<file path="src/rtl/hub75_receiver.sv">
// hub75_receiver: snoops a HUB75 panel bus and replays each latched row as a handshaked pixel stream.
// Define HUB75_RECEIVER_ONTIME_EN to build in the blank-low on-time measurement.
module hub75_receiver #(
  parameter int COLS = 64,
  parameter int ONTIME_W = 16
) (
  input  logic                    clk,
  input  logic                    rst,
  input  logic                    panel_r0,
  input  logic                    panel_g0,
  input  logic                    panel_b0,
  input  logic                    panel_r1,
  input  logic                    panel_g1,
  input  logic                    panel_b1,
  input  logic                    panel_pa1,
  input  logic                    panel_pa2,
  input  logic                    panel_pa3,
  input  logic                    panel_pa4,
  input  logic                    panel_sclk,
  input  logic                    panel_latch,
  input  logic                    panel_blank,
  output logic                    pix_valid,
  input  logic                    pix_ready,
  output logic [3:0]              pix_row,
  output logic [$clog2(COLS)-1:0] pix_col,
  output logic [2:0]              pix_plane,
  output logic [5:0]              pix_rgb,
  output logic                    on_valid,
  output logic [ONTIME_W-1:0]     on_time,
  output logic [3:0]              on_row,
  output logic [2:0]              on_plane,
  output logic                    err_col,
  output logic                    err_overrun
);
  localparam int CW = $clog2(COLS);
  localparam logic [CW:0] CMAX = (CW+1)'(COLS);
  typedef enum logic {IDLE, EMIT} state_t;
  state_t state_q, state_d;
  logic [11:0] raw, s1_q, s2_q;
  logic [1:0] s3_q;
  logic sclk_e_q, latch_e_q;
  logic [5:0] data_q;
  logic [3:0] addr_q;
  logic [5:0] cap_q [COLS];
  logic [5:0] hold_q [COLS];
  logic [CW:0] col_cnt_q, col_cnt_d, cnt_inc;
  logic [CW-1:0] idx_q, idx_d;
  logic [3:0] row_q, row_d;
  logic [2:0] plane_q, plane_d;
  logic seen_q, err_col_q, err_ovr_q, cnt_wr, hs;
  assign raw = {panel_latch, panel_sclk, panel_pa4, panel_pa3, panel_pa2, panel_pa1,
                panel_r1, panel_g1, panel_b1, panel_r0, panel_g0, panel_b0};
  // Edges and the data sampled with them are registered together so a capture sees a consistent word
  always_ff @(posedge clk) begin
    if (rst) begin
      s1_q <= '0;
      s2_q <= '0;
      s3_q <= '0;
      sclk_e_q <= 1'b0;
      latch_e_q <= 1'b0;
      data_q <= '0;
      addr_q <= '0;
    end else begin
      s1_q <= raw;
      s2_q <= s1_q;
      s3_q <= s2_q[11:10];
      sclk_e_q <= s2_q[10] & ~s3_q[0];
      latch_e_q <= s2_q[11] & ~s3_q[1];
      data_q <= s2_q[5:0];
      addr_q <= s2_q[9:6];
    end
  end
  always_comb begin
    cnt_wr = sclk_e_q && col_cnt_q != CMAX;
    cnt_inc = col_cnt_q + (CW+1)'(cnt_wr);
    hs = state_q == EMIT && pix_ready;
    col_cnt_d = latch_e_q ? '0 : cnt_inc;
    idx_d = latch_e_q ? '0 : hs ? idx_q + CW'(1) : idx_q;
    state_d = latch_e_q ? EMIT : (hs && idx_q == CW'(COLS-1)) ? IDLE : state_q;
    row_d = latch_e_q ? addr_q : row_q;
    plane_d = !latch_e_q ? plane_q : (seen_q && addr_q == row_q) ? plane_q + 3'd1 : 3'd0;
  end
  always_ff @(posedge clk) begin
    if (rst) begin
      state_q <= IDLE;
      col_cnt_q <= '0;
      idx_q <= '0;
      row_q <= '0;
      plane_q <= '0;
      seen_q <= 1'b0;
      err_col_q <= 1'b0;
      err_ovr_q <= 1'b0;
    end else begin
      state_q <= state_d;
      col_cnt_q <= col_cnt_d;
      idx_q <= idx_d;
      row_q <= row_d;
      plane_q <= plane_d;
      seen_q <= seen_q | latch_e_q;
      err_col_q <= latch_e_q && cnt_inc != CMAX;
      err_ovr_q <= latch_e_q && state_q == EMIT;
    end
  end
  // A shift and a latch in the same cycle forward the new sample straight into hold
  always_ff @(posedge clk) begin
    for (int i = 0; i < COLS; i++) begin
      if (cnt_wr && col_cnt_q == (CW+1)'(i)) cap_q[i] <= data_q;
      if (latch_e_q) hold_q[i] <= (cnt_wr && col_cnt_q == (CW+1)'(i)) ? data_q : cap_q[i];
    end
  end
  assign pix_valid = state_q == EMIT;
  assign pix_col = idx_q;
  assign pix_row = row_q;
  assign pix_plane = plane_q;
  assign pix_rgb = pix_valid ? hold_q[idx_q] : 6'd0;
  assign err_col = err_col_q;
  assign err_overrun = err_ovr_q;
`ifdef HUB75_RECEIVER_ONTIME_EN
  logic bl1_q, bl2_q, bl3_q, on_valid_q;
  logic [ONTIME_W-1:0] cnt_q, cnt_d, on_time_q;
  logic [3:0] on_row_q;
  logic [2:0] on_plane_q;
  always_comb cnt_d = (bl3_q && !bl2_q) ? '0 : (!bl3_q && !(&cnt_q)) ? cnt_q + ONTIME_W'(1) : cnt_q;
  always_ff @(posedge clk) begin
    if (rst) begin
      bl1_q <= 1'b1;
      bl2_q <= 1'b1;
      bl3_q <= 1'b1;
      cnt_q <= '0;
      on_valid_q <= 1'b0;
      on_time_q <= '0;
      on_row_q <= '0;
      on_plane_q <= '0;
    end else begin
      bl1_q <= panel_blank;
      bl2_q <= bl1_q;
      bl3_q <= bl2_q;
      cnt_q <= cnt_d;
      on_valid_q <= bl2_q && !bl3_q;
      on_time_q <= (bl2_q && !bl3_q) ? cnt_d : on_time_q;
      on_row_q <= (bl2_q && !bl3_q) ? row_q : on_row_q;
      on_plane_q <= (bl2_q && !bl3_q) ? plane_q : on_plane_q;
    end
  end
  assign on_valid = on_valid_q;
  assign on_time = on_time_q;
  assign on_row = on_row_q;
  assign on_plane = on_plane_q;
`else
  assign on_valid = 1'b0;
  assign on_time = '0;
  assign on_row = '0;
  assign on_plane = '0;
`endif
endmodule

</file>
<file path="config.mk">
export PLATFORM = sky130hd
export DESIGN_NAME = hub75_receiver
export DESIGN_NICKNAME = d
export VERILOG_FILES = /design/src/rtl/hub75_receiver.sv
export SDC_FILE = /design/constraint.sdc
export NUM_CORES = 1
export LEC_CHECK = 0
export ABC_AREA = 1
export CAP_MARGIN = 0
export CORE_MARGIN = 2
export CORE_UTILIZATION = 36
export DETAILED_ROUTE_END_ITERATION = 8
export PLACE_DENSITY = 0.55
export SETUP_SLACK_MARGIN = 0.3
export SLEW_MARGIN = 20
export SYNTH_ARGS = -nofsm -noshare
export SYNTH_HDL_FRONTEND = slang
export SYNTH_SLANG_ARGS = --single-unit
</file>
<file path="constraint.sdc">
create_clock -name clk -period 14 [get_ports clk]
set_input_delay 1.4 -clock clk [delete_from_list [all_inputs] [get_ports clk]]
set_output_delay 1.4 -clock clk [all_outputs]
set_load 0.01 [all_outputs]
</file>
Yosys cells after proc, flatten, opt, wreduce, memory -nomap -nowiden. Memories as Yosys holds them, arrays and structs flattened. A register that Yosys moved wholly into a read port is not among the register bits. Index checks and enable logic that the tools add are counted.

Register bits: 62. Bits in writable memories: 768. Input bits: 16. Output and inout port bits: 46. Logic and storage cells: 617. Memories: 2.

Memory list: cap_q (words 64, bits a word 6, rd ports 64, clocked after memory_dff 0, wr ports 1, line 44) `logic [5:0] cap_q [COLS];`; hold_q (words 64, bits a word 6, rd ports 1, clocked after memory_dff 1, wr ports 64, line 45) `logic [5:0] hold_q [COLS];`.

$add $sub $neg: 3. Equality and inequality tests: 67. Mux-type cells: 389. Bitwise operators: 5. Reduce and logical (&&, ||, !) cells: 136.

Operators by type and width (number): 2-to-1 mux 6 bit (193); OR reduction 6 bit (63); == test 7 x 6 -> 1 bit (second input constant) (32); 2-to-1 mux 1 bit (195); == test 7 x 5 -> 1 bit (second input constant) (16); logical AND 1 bit (70); == test 7 x 4 -> 1 bit (second input constant) (8); == test 7 x 3 -> 1 bit (second input constant) (4); == test 7 x 2 -> 1 bit (second input constant) (2); inequality test 7 bit (second input constant) (2); adder 7 x 1 -> 7 bit (1); == test 7 x 1 -> 1 bit (second input constant) (1); zero test 7 bit (1); adder 6 x 1 -> 6 bit (second input constant) (1); == test 6 bit (second input constant) (1); == test 4 bit (1); adder 3 x 1 -> 3 bit (second input constant) (1); 2-to-1 mux 3 bit (1); bitwise AND 1 bit (2); NOT 1 bit (2); nonzero test 2 bit (1); OR reduction 2 bit (1); bitwise OR 1 bit (1).

Longest topological paths before layout.
Depth in word-level cells: 69. Gate-level depth with buffers: 13.

Worst setup path after synthesis. No wires, ideal clock.

Path type: register to register. Start: reg latch_e_q. End: reg row_q[0], in the netlist pix_row[0]. Setup time: 0.128 ns. Arrival time: 10.991 ns. Data required time: 13.872 ns. Setup slack: 2.882 ns. Stages on the path, launching flop included: 5. Clock period less this slack: 11.118 ns. Cell sequence: dfxtp_1 nor2_1 inv_1 clkbuf_1 o22ai_1.

RTL lines: start: declaration (line 41) `logic sclk_e_q, latch_e_q;`; start signal: assignment (line 68) `latch_e_q <= s2_q[11] & ~s3_q[1];`; end signal: assignment (line 97) `row_q <= row_d;`; end: declaration (line 48) `logic [3:0] row_q, row_d;`.

==> impl_metrics.csv <==
group,metric,value,unit
floorplanning,dieHeight,291,um
yosys,syn_inst,2930,
detailed_routing,viasPerCell,4.85,
placed_design,dpl.hpwl,39.2,mm
floorplanning,row_count,105,
global_routing,grt_max_degree,114,
timing,slew_headroom,27.4,%
cts,cts_setup_buffers,0,
pwr,ir_drop,0.0000874,V
worst_setup_path,end_kind,"primary output",
global_routing,grt.overflow.total,0,
detailed_routing,ant_nets,0,
layout,drive_gt1_share,6.16,%
timing,worst_pin_slew,1.09,ns
timing,finalHoldViolations,0,
floorplanning,core,82000,um2
yosys,yosys_most_used_dff,"dfxtp_1",
pwr,leakage,12.0,nW
detailed_routing,drt_iter0_markers,1456,
yosys,yosysMostFrequentCell,"nand2_1",
yosys,ys_types,35,
yosys,yosys-top-cells-count,"nand2_1 (907), dfxtp_1 (452), edfxtp_1 (384), nand3_1 (330), o21ai_0 (242)",
floorplanning,fp.dieW,291,um
global_routing,grt_first_pass_wirelength,108,mm
worst_setup_path,cp_max_fo,74,
cts,cts_buffers,85,
layout,synthToLayoutAreaGrowth,12.6,%
detailed_routing,via_count,19500,
flow_run,maxCapViolations,0,
yosys,synth_top_area_share,38.8,%
detailed_routing,wire_per_inst,17.2,um
yosys,ys_async_sr_fraction,0,%
yosys,synth_area_leader_cell,"edfxtp_1",
floorplanning,io_pins,62,
worst_setup_path,startpoint_type,"register",
timing,rsz0062_at_grt,"false",
cts,post_cts_resized,0,
cts,cts_tree,"yes",
layout,utilization,40.8,%
detailed_routing,drt-pass1-iter-count,7,
timing,holdWs,0.378,ns
timing,tns,0,ns
cts,cts.sinks,836,
cts,h-tree-depth,3,
timing,maxSlewViolCount,0,
yosys,yosysSeqAreaShare,69.2,%
global_routing,antenna_found_initial,1,
cts,cts.clk_slew.worst_paths,0.06,ns
pwr,powerDensity,144,nW/um2
outcome,status,"completed",
timing,fin_crit_sh,46.9,%
layout,nets,2904,
global_routing,grt_pass1_vias,18900,
yosys,synth-edff-count,384,
yosys,ys_ff_latch,836,
worst_setup_path,arrival,5.17,ns
floorplanning,die_area,84900,um2
detailed_routing,wirelength,69.1,mm
cts,clk_latency,0.62,ns
timing,fmax,0.152,GHz
cts,hold_buffers,0,
timing,setup_viol,0,
global_routing,grt_usage,16.3,%
layout,fill_cells,7928,
floorplanning,initial_core_util,36.3,%
hold_path,worstHoldPathType,"reg2reg",
placed_design,gp_congestion,0.837,
yosys,postSynthAreaPerCell,10.1,um2
worst_setup_path,critPathKind,"reg2out",
yosys,synth_area,29700,um2
cts,cts_buffer_depth,3,
cts,clockRootBuffer,"clkbuf_16",
yosys,ys_warn_count,0,
yosys,synth_area_leaders,"edfxtp_1 (39%), dfxtp_1 (30%), nand2_1 (11%), nand3_1 (5.6%), o21ai_0 (4.1%)",
worst_setup_path,required,12.60,ns
timing,finClkSkew,0.0255,ns
timing,finalCriticalPeriod,6.57,ns
detailed_routing,drc,0,
placed_design,io_buffers,36,
-- state kept, by name, indices dropped and copies added (netlist names), 2 cells and up, named ones only --
signal     count
addr_q         4
hold_q       384
cap_q        384
s1_q          12
data_q         6
pix_row        4
pix_col        6
pix_plane      3
s3_q           2
s2_q          12
col_cnt_q      7
-- layout make-up --
cell class                 instances  area (um2)  area share, %
antenna                            1        2.50        0.00748
clock buffer                     118        2420           7.24
inverter                          82         313          0.934
sequential                       836       20600           61.5
clock inverter                    41         254          0.759
multi-input combinational       1819        8010           23.9
tap                             1070        1340           4.00
timing repair buffer              60         541           1.61
-- logic make-up (layout without fill, tap and decap cells) --
family | after synthesis | count (layout) | share of synthesized area [%]
AO/OA/AOI/OAI | 407 | 407 | 6.90
XOR/XNOR | 7 | 7 | 0.206
adder cells (fa/ha/maj) | 4 | 4 | 0.168
buffers and inverters | 298 | 301 | 4.20
flip-flops | 836 | 836 | 69.2
other | 1 | 25 | 0.0126
AND/OR/NAND/NOR | 1377 | 1377 | 19.3
-- report_power, final --
part	switching, mW	total, mW	internal [mW]
Sequential	0.0112	2.57	2.56
Combinational	0.0705	0.0943	0.0238
Clock	0.918	2.15	1.23
-- metal layers --
metal	wire length (um)	share of wire, %	track usage (%)
met3	3860	5.6	2.57
met4	1840	2.7	5.33
met2	31600	46	26.1
met5	12	0.017	0
met1	31800	46	22.5
-- placed cells by master (no fill, tap or decap), types with 8 or more instances in the layout --
master / netlist / routed
clkdlybuf4s50_1: 0 / 36
clkbuf_8: 0 / 11
clkinv_2: 0 / 21
buf_4: 24 / 24
inv_1: 72 / 71
nand2_1: 907 / 907
edfxtp_1: 384 / 384
conb_1: 1 / 24
dfxtp_1: 452 / 448
inv_2: 3 / 10
clkinv_1: 7 / 13
nor3_1: 11 / 8
o21ai_1: 106 / 106
clkbuf_16: 0 / 88
a21oi_1: 51 / 51
nand3_1: 330 / 330
o21ai_0: 242 / 242
nor2_1: 112 / 112
clkbuf_1: 154 / 19
-- final timing paths --
path,start,endpoint,slack (ns),cells after the start
hold reg to reg,s3_q[1],latch_e_q,0.38,1
setup / recovery,register,pix_rgb[4],7.43,11
hold / removal,s3_q[1],latch_e_q,0.38,1
setup reg to reg,latch_e_q,hold_q[34][4],9.88,3
-- worst max-delay path, cell delays in order (launching register included) --
cell and delay, ns:
dfxtp_4 0.76, buf_4 0.78, buf_4 0.84, nand2_1 0.13, nand3_1 0.14, nand3_1 0.14, nand2_1 0.15, nand2_1 0.06
nand3_1 0.19, nand3_1 0.13, a21oi_1 0.47, clkdlybuf4s50_1 0.64
-- through the flow --
step           worst slack (ns)  power, mW  instances  cell area [um2]
6_report                   7.43       4.82       4027            33500
3_3_place_gp               8.22       2.72       3867            30800
5_1_grt                    7.13       4.97       4026            33500
2_1_floorplan              2.88       2.70       2953            29800
4_1_cts                    7.44       4.87       4026            33500
3_5_place_dp               8.11       2.72       3867            30800
Note: power is estimated with default switching activity, not from simulation.
